--- config.mk ---
export PLATFORM = sky130hd
export DESIGN_NAME = gpr_writeback_queue
export DESIGN_NICKNAME = d
export VERILOG_FILES = /design/src/rtl/gpr_writeback_queue.sv
export SDC_FILE = /design/constraint.sdc
export NUM_CORES = 1
export LEC_CHECK = 0
export CAP_MARGIN = 20
export CORE_MARGIN = 2
export CORE_UTILIZATION = 30
export CTS_CLUSTER_DIAMETER = 40
export DETAILED_ROUTE_END_ITERATION = 12
export PLACE_DENSITY = 0.5
export RECOVER_POWER = 25
export SYNTH_ARGS = -nofsm -noshare
export SYNTH_HDL_FRONTEND = slang
export SYNTH_SLANG_ARGS = --single-unit
--- constraint.sdc ---
create_clock -name clk -period 3.45 [get_ports clk]
set_input_delay 0.69 -clock clk [delete_from_list [all_inputs] [get_ports clk]]
set_output_delay 0.69 -clock clk [all_outputs]
set_load 0.01 [all_outputs]
--- src/rtl/gpr_writeback_queue.sv ---
// Write-back queue owning the register file's single write port: merges ALU and
// load-unit writes into an in-order queue, drains one per cycle, and serves bypass reads.
module gpr_writeback_queue #(
    parameter int DEPTH = 4,
    parameter int AW    = 5,
    parameter int DW    = 32
) (
    input  logic          clk,
    input  logic          rst_n,
    // Handshake: a request transfers on a rising edge where valid and ready are both
    // high. Readies depend only on registered state (plus alu_valid for ld_ready),
    // never on the requester's own valid, and a same-cycle drain does not free space.
    input  logic          alu_valid,
    input  logic [AW-1:0] alu_addr,
    input  logic [DW-1:0] alu_data,
    output logic          alu_ready,
    input  logic          ld_valid,
    input  logic [AW-1:0] ld_addr,
    input  logic [DW-1:0] ld_data,
    output logic          ld_ready,
    output logic          gpr_we,
    output logic [AW-1:0] gpr_addr,
    output logic [DW-1:0] gpr_wdata,
    input  logic [AW-1:0] rd_addr_a,
    input  logic [AW-1:0] rd_addr_b,
    output logic          byp_hit_a,
    output logic [DW-1:0] byp_data_a,
    output logic          byp_hit_b,
    output logic [DW-1:0] byp_data_b,
    output logic          busy
);

    localparam int PW = $clog2(DEPTH);
    localparam int CW = PW + 1;
    localparam logic [CW-1:0] FULL = CW'(DEPTH);

    typedef struct packed {
        logic [AW-1:0] addr;
        logic [DW-1:0] data;
    } entry_t;

    entry_t        mem [DEPTH];
    logic [PW-1:0] rd_ptr;
    logic [PW-1:0] wr_ptr;
    logic [CW-1:0] count;
    logic [CW-1:0] free;
    logic [CW-1:0] count_next;
    logic          alu_acc;
    logic          ld_acc;
    logic          alu_enq;
    logic          ld_enq;
    logic          pop;
    logic [PW-1:0] ld_slot;

    assign free      = FULL - count;
    assign alu_ready = (free >= CW'(1));
    assign ld_ready  = alu_valid ? (free >= CW'(2)) : (free >= CW'(1));

    assign alu_acc = alu_valid & alu_ready;
    assign ld_acc  = ld_valid & ld_ready;
    // Writes to register 0 complete the handshake but are dropped here.
    assign alu_enq = alu_acc & (alu_addr != '0);
    assign ld_enq  = ld_acc & (ld_addr != '0);
    assign pop     = (count != '0);

    // The load entry lands behind the ALU entry when both enqueue together.
    assign ld_slot    = alu_enq ? (wr_ptr + PW'(1)) : wr_ptr;
    assign count_next = count + CW'(alu_enq) + CW'(ld_enq) - CW'(pop);

    always_ff @(posedge clk or negedge rst_n) begin
        if (!rst_n) begin
            rd_ptr <= '0;
            wr_ptr <= '0;
            count  <= '0;
        end else begin
            if (pop) begin
                rd_ptr <= rd_ptr + PW'(1);
            end
            wr_ptr <= wr_ptr + PW'(alu_enq) + PW'(ld_enq);
            count  <= count_next;
        end
    end

    // Payload storage needs no reset; only slots covered by count are ever observed.
    always_ff @(posedge clk) begin
        if (alu_enq) begin
            mem[wr_ptr] <= '{addr: alu_addr, data: alu_data};
        end
        if (ld_enq) begin
            mem[ld_slot] <= '{addr: ld_addr, data: ld_data};
        end
    end

    assign gpr_we    = pop;
    assign gpr_addr  = mem[rd_ptr].addr;
    assign gpr_wdata = mem[rd_ptr].data;
    assign busy      = pop;

    // age_idx[i] is the slot of the i-th oldest entry; live[i] marks it as queued.
    logic [PW-1:0]    age_idx [DEPTH];
    logic [DEPTH-1:0] live;

    for (genvar i = 0; i < DEPTH; i++) begin : g_age
        assign age_idx[i] = rd_ptr + PW'(i);
        assign live[i]    = (CW'(i) < count);
    end

    // Scan oldest to youngest so the last match (youngest) wins.
    always_comb begin
        byp_hit_a  = 1'b0;
        byp_data_a = '0;
        byp_hit_b  = 1'b0;
        byp_data_b = '0;
        for (int i = 0; i < DEPTH; i++) begin
            if (live[i] && (rd_addr_a != '0) && (mem[age_idx[i]].addr == rd_addr_a)) begin
                byp_hit_a  = 1'b1;
                byp_data_a = mem[age_idx[i]].data;
            end
            if (live[i] && (rd_addr_b != '0) && (mem[age_idx[i]].addr == rd_addr_b)) begin
                byp_hit_b  = 1'b1;
                byp_data_b = mem[age_idx[i]].data;
            end
        end
    end

endmodule

==> reports/qor.yml <==
die:
  die_h_um: 210
  die_area_um2: 44200
  core_um2: 41900
  start_util_pct: 30.4
  rows: 75
  die_x_um: 210
  io_pins: 195
critical_path:
  endpoint_kind: "primary output"
  max_stage_delay_ns: 0.53
  arrival_ns: 3.38
  required_ns: 2.76
  path_class: "reg2out"
  start_kind: "flip-flop"
  cpMaxStageDelayCell: "dfrtp_4"
  path_cells: "buf_8 > buf_4 > buf_6 > mux2i_1 > mux2_4 > xnor2_4 > nor4_4 > buf_4 > buf_6 > buf_12 > buf_12 > buf_6 > mux2i_1 > o21ai_1 > buf_4"
  critPathMaxFanout: 6
timing:
  setup_ws_ns: -0.624
  rsz0062_at_grt: "yes"
  maxSlewViolCount: 0
  fin_crit_sh_pct: 118
  hold_viol_final: 0
  finalClockSkew_ns: 0.00754
  worst_slew_pin_slew_ns: 0.785
  setup_viol: 88
  period_needed_ns: 4.07
  slew_headroom_pct: 47.7
  hold_slack_ns: 0.576
  max_freq_ghz: 0.245
clocking:
  cts_buffers: 17
  root_buffer: "clkbuf_16"
  cts_tree: "built"
  cts_max_level: 4
  clkLatencyLatePin_ns: 0.44
  cts_hold_buf: 0
  clk_path_buf_depth: 2
  cts.sinks: 155
  clkTransAtPathRegs_ns: 0.07
layout:
  multi_input_area_um2: 8670
  drive_gt1_share_pct: 52.8
  register_area_um2: 4630
  finalNetCount: 1583
  synthToLayoutAreaGrowth_pct: 51.5
  nFillCells: 3774
  fin_area_um2: 19300
power_and_ir_drop:
  combPwrFrac_pct: 72.3
  netSwitchingFraction_pct: 42.5
  p_sw_mw: 8.61
  p_per_area_nw_per_um2: 1050
  p_seq_share_pct: 18.2
  clockPowerShare_pct: 9.6
  leakage_nw: 7.24
  ir_drop_mv: 0.435
  power.internal_mw: 11.7
logic_synthesis:
  muxShareOfSynthArea_pct: 38.5
  synth-seq-cells: 155
  synth_seq_area_share_pct: 36.2
  synth_compound_area_share_pct: 9.38
  yosysWarnings: 0
  synthTopCellsByArea: "edfxtp_1, mux2_2, mux4_2"
  postSynthAreaPerCell_um2: 11.7
  synth_xor_area_share_pct: 3.23
  synth_top_family_by_area: "multiplexers"
  synth-main-ff-cell: "edfxtp_1"
  synth_fa_ha_area_share_pct: 1.55
  yosysTopAreaCellShare_pct: 34.8
  syn_nets: 1195
  yosys.cell_types.count: 57
  syn_area_um2: 12800
  yosysMostFrequentCell: "mux2_2"
  async_flop_share_pct: 4.52
  netlist.top_cell.by_area: "edfxtp_1"
  syn-instance-count: 1093
  synth_common_cells: "mux2_2, edfxtp_1, mux2i_1"
  synthSimpleGateAreaFrac_pct: 6.85
  synth-edff-count: 148
outcome:
  outcome: "finished with violations"
  violations: "negative setup slack"
detailed_routing:
  wirelength_mm: 47.3
  dr_total_vias: 11000
  first_iter_violations: 666
  drt_first_pass_iters: 6
  routed_via_density: 5.39
  wl_per_cell_um: 23.3
  drc_errors: 0
  ant_nets: 0
worst_hold_path:
  holdCritPathClass: "in2async"
job:
  drv_cap: 0
placed_design:
  dp_hpwl_mm: 31.5
  gp_congestion: 0.868
  post_dp_cell_area_um2: 16600
  port-buffer-count: 194
global_route:
  gr-total-overflow: 0
  antenna_found_initial: 6
  grt_pass1_wl_mm: 67.9
  grtUsageTotal_pct: 20.6
  grt_pass1_vias: 10900
  grt_max_degree: 54
## area by class of cell
cell class,count,share of cell area [%]
Clock inverter,15,0.842
Clock buffer,17,2.20
Tap cell,539,3.49
Timing Repair Buffer,465,24.3
Inverter,14,0.285
Sequential cell,155,24.0
Antenna cell,2,0.0259
Multi-Input combinational cell,828,44.9
## power groups by stage
stage,registers (mW),logic (mW),clock network (mW)
after floorplan,3.51,7.06,0
after global placement,3.66,12.1,0
after detailed placement,3.71,12.1,0
after CTS,3.68,13.5,1.97
after global routing,3.78,15.6,2.04
final,3.68,14.7,1.94
## state kept, by name (all words and copies together) (netlist names)
name,cells
rd_ptr,2
mem,148
wr_ptr,2
count,3
## worst paths after layout
kind / startpoint / end / slack (ns) / depth (start not counted)
worst min-delay path: rst_n / count[0] / 0.58 / 1
min in group clk: wr_ptr[1] / wr_ptr[1] / 0.59 / 1
worst min register to register: wr_ptr[1] / wr_ptr[1] / 0.59 / 1
max in group asynchronous: rst_n / rd_ptr[1] / 2.60 / 1
worst max-delay path: rd_ptr[0] / byp_data_a[9] / -0.62 / 15
worst max register to register: count[1] / mem[1][23] / -0.02 / 11
## cell usage in the layout (no fill, tap or decap), types with 48 or more instances in the layout
master           synthesis  routed
mux2_2                 184     182
buf_4                    5     168
edfxtp_1               148     148
clkdlybuf4s50_1          0     121
mux2i_1                122      93
mux4_2                  72      72
nor2_1                  67      66
buf_6                    9      59
nand2_1                 77      58
a21oi_1                 74      56
buf_2                   32      48
## through the flow
stage	util [%]	cells	power (mW)	worst slack (ns)	TNS, ns
4_1_cts	43.9	2007	19.2	-0.650	-38.91
3_3_place_gp	39.7	1913	15.8	-0.884	-49.64
2_1_floorplan	-	1093	10.6	0.0395	0
3_5_place_dp	39.7	1913	15.9	-0.909	-51.77
6_report	46.0	2035	20.3	-0.624	-34.59
5_1_grt	46.0	2033	21.4	-0.748	-52.60
## kinds of logic after synthesis
logic type,after synthesis
AOI/OAI and AO/OA,195
muxes,378
adders and majority gates,14
buffers and inverters,110
and+or+nand+nor,194
xor gates and xnor gates,47
DFF,155
## critical path, delay by kind of cell, from the launching register on
family | cells | cell delay, ns
DFF | 1 | 0.53
AOI/OAI and AO/OA | 1 | 0.08
muxes | 3 | 0.63
buffers and inverters | 9 | 1.27
and+or+nand+nor | 1 | 0.27
xor gates and xnor gates | 1 | 0.17
## layer usage
metal | track usage [%] | part of all wire, % | up-vias
met5 | 0 | 0.15 | -
met4 | 7.70 | 2.7 | 10
met3 | 4.16 | 5.7 | 72
met2 | 33.8 | 48 | 352
met1 | 26.9 | 43 | 5530
li1 | - | - | 5014
## timing repair
action	4_1_cts	5_1_grt
pin swaps	35	30
resized for setup	417	157
endpoints found under the setup margin	97	114
buffers inserted	57	29
cloned	6	4
endpoints found under the hold margin	0	0
Power figures use the tool's default switching activity.
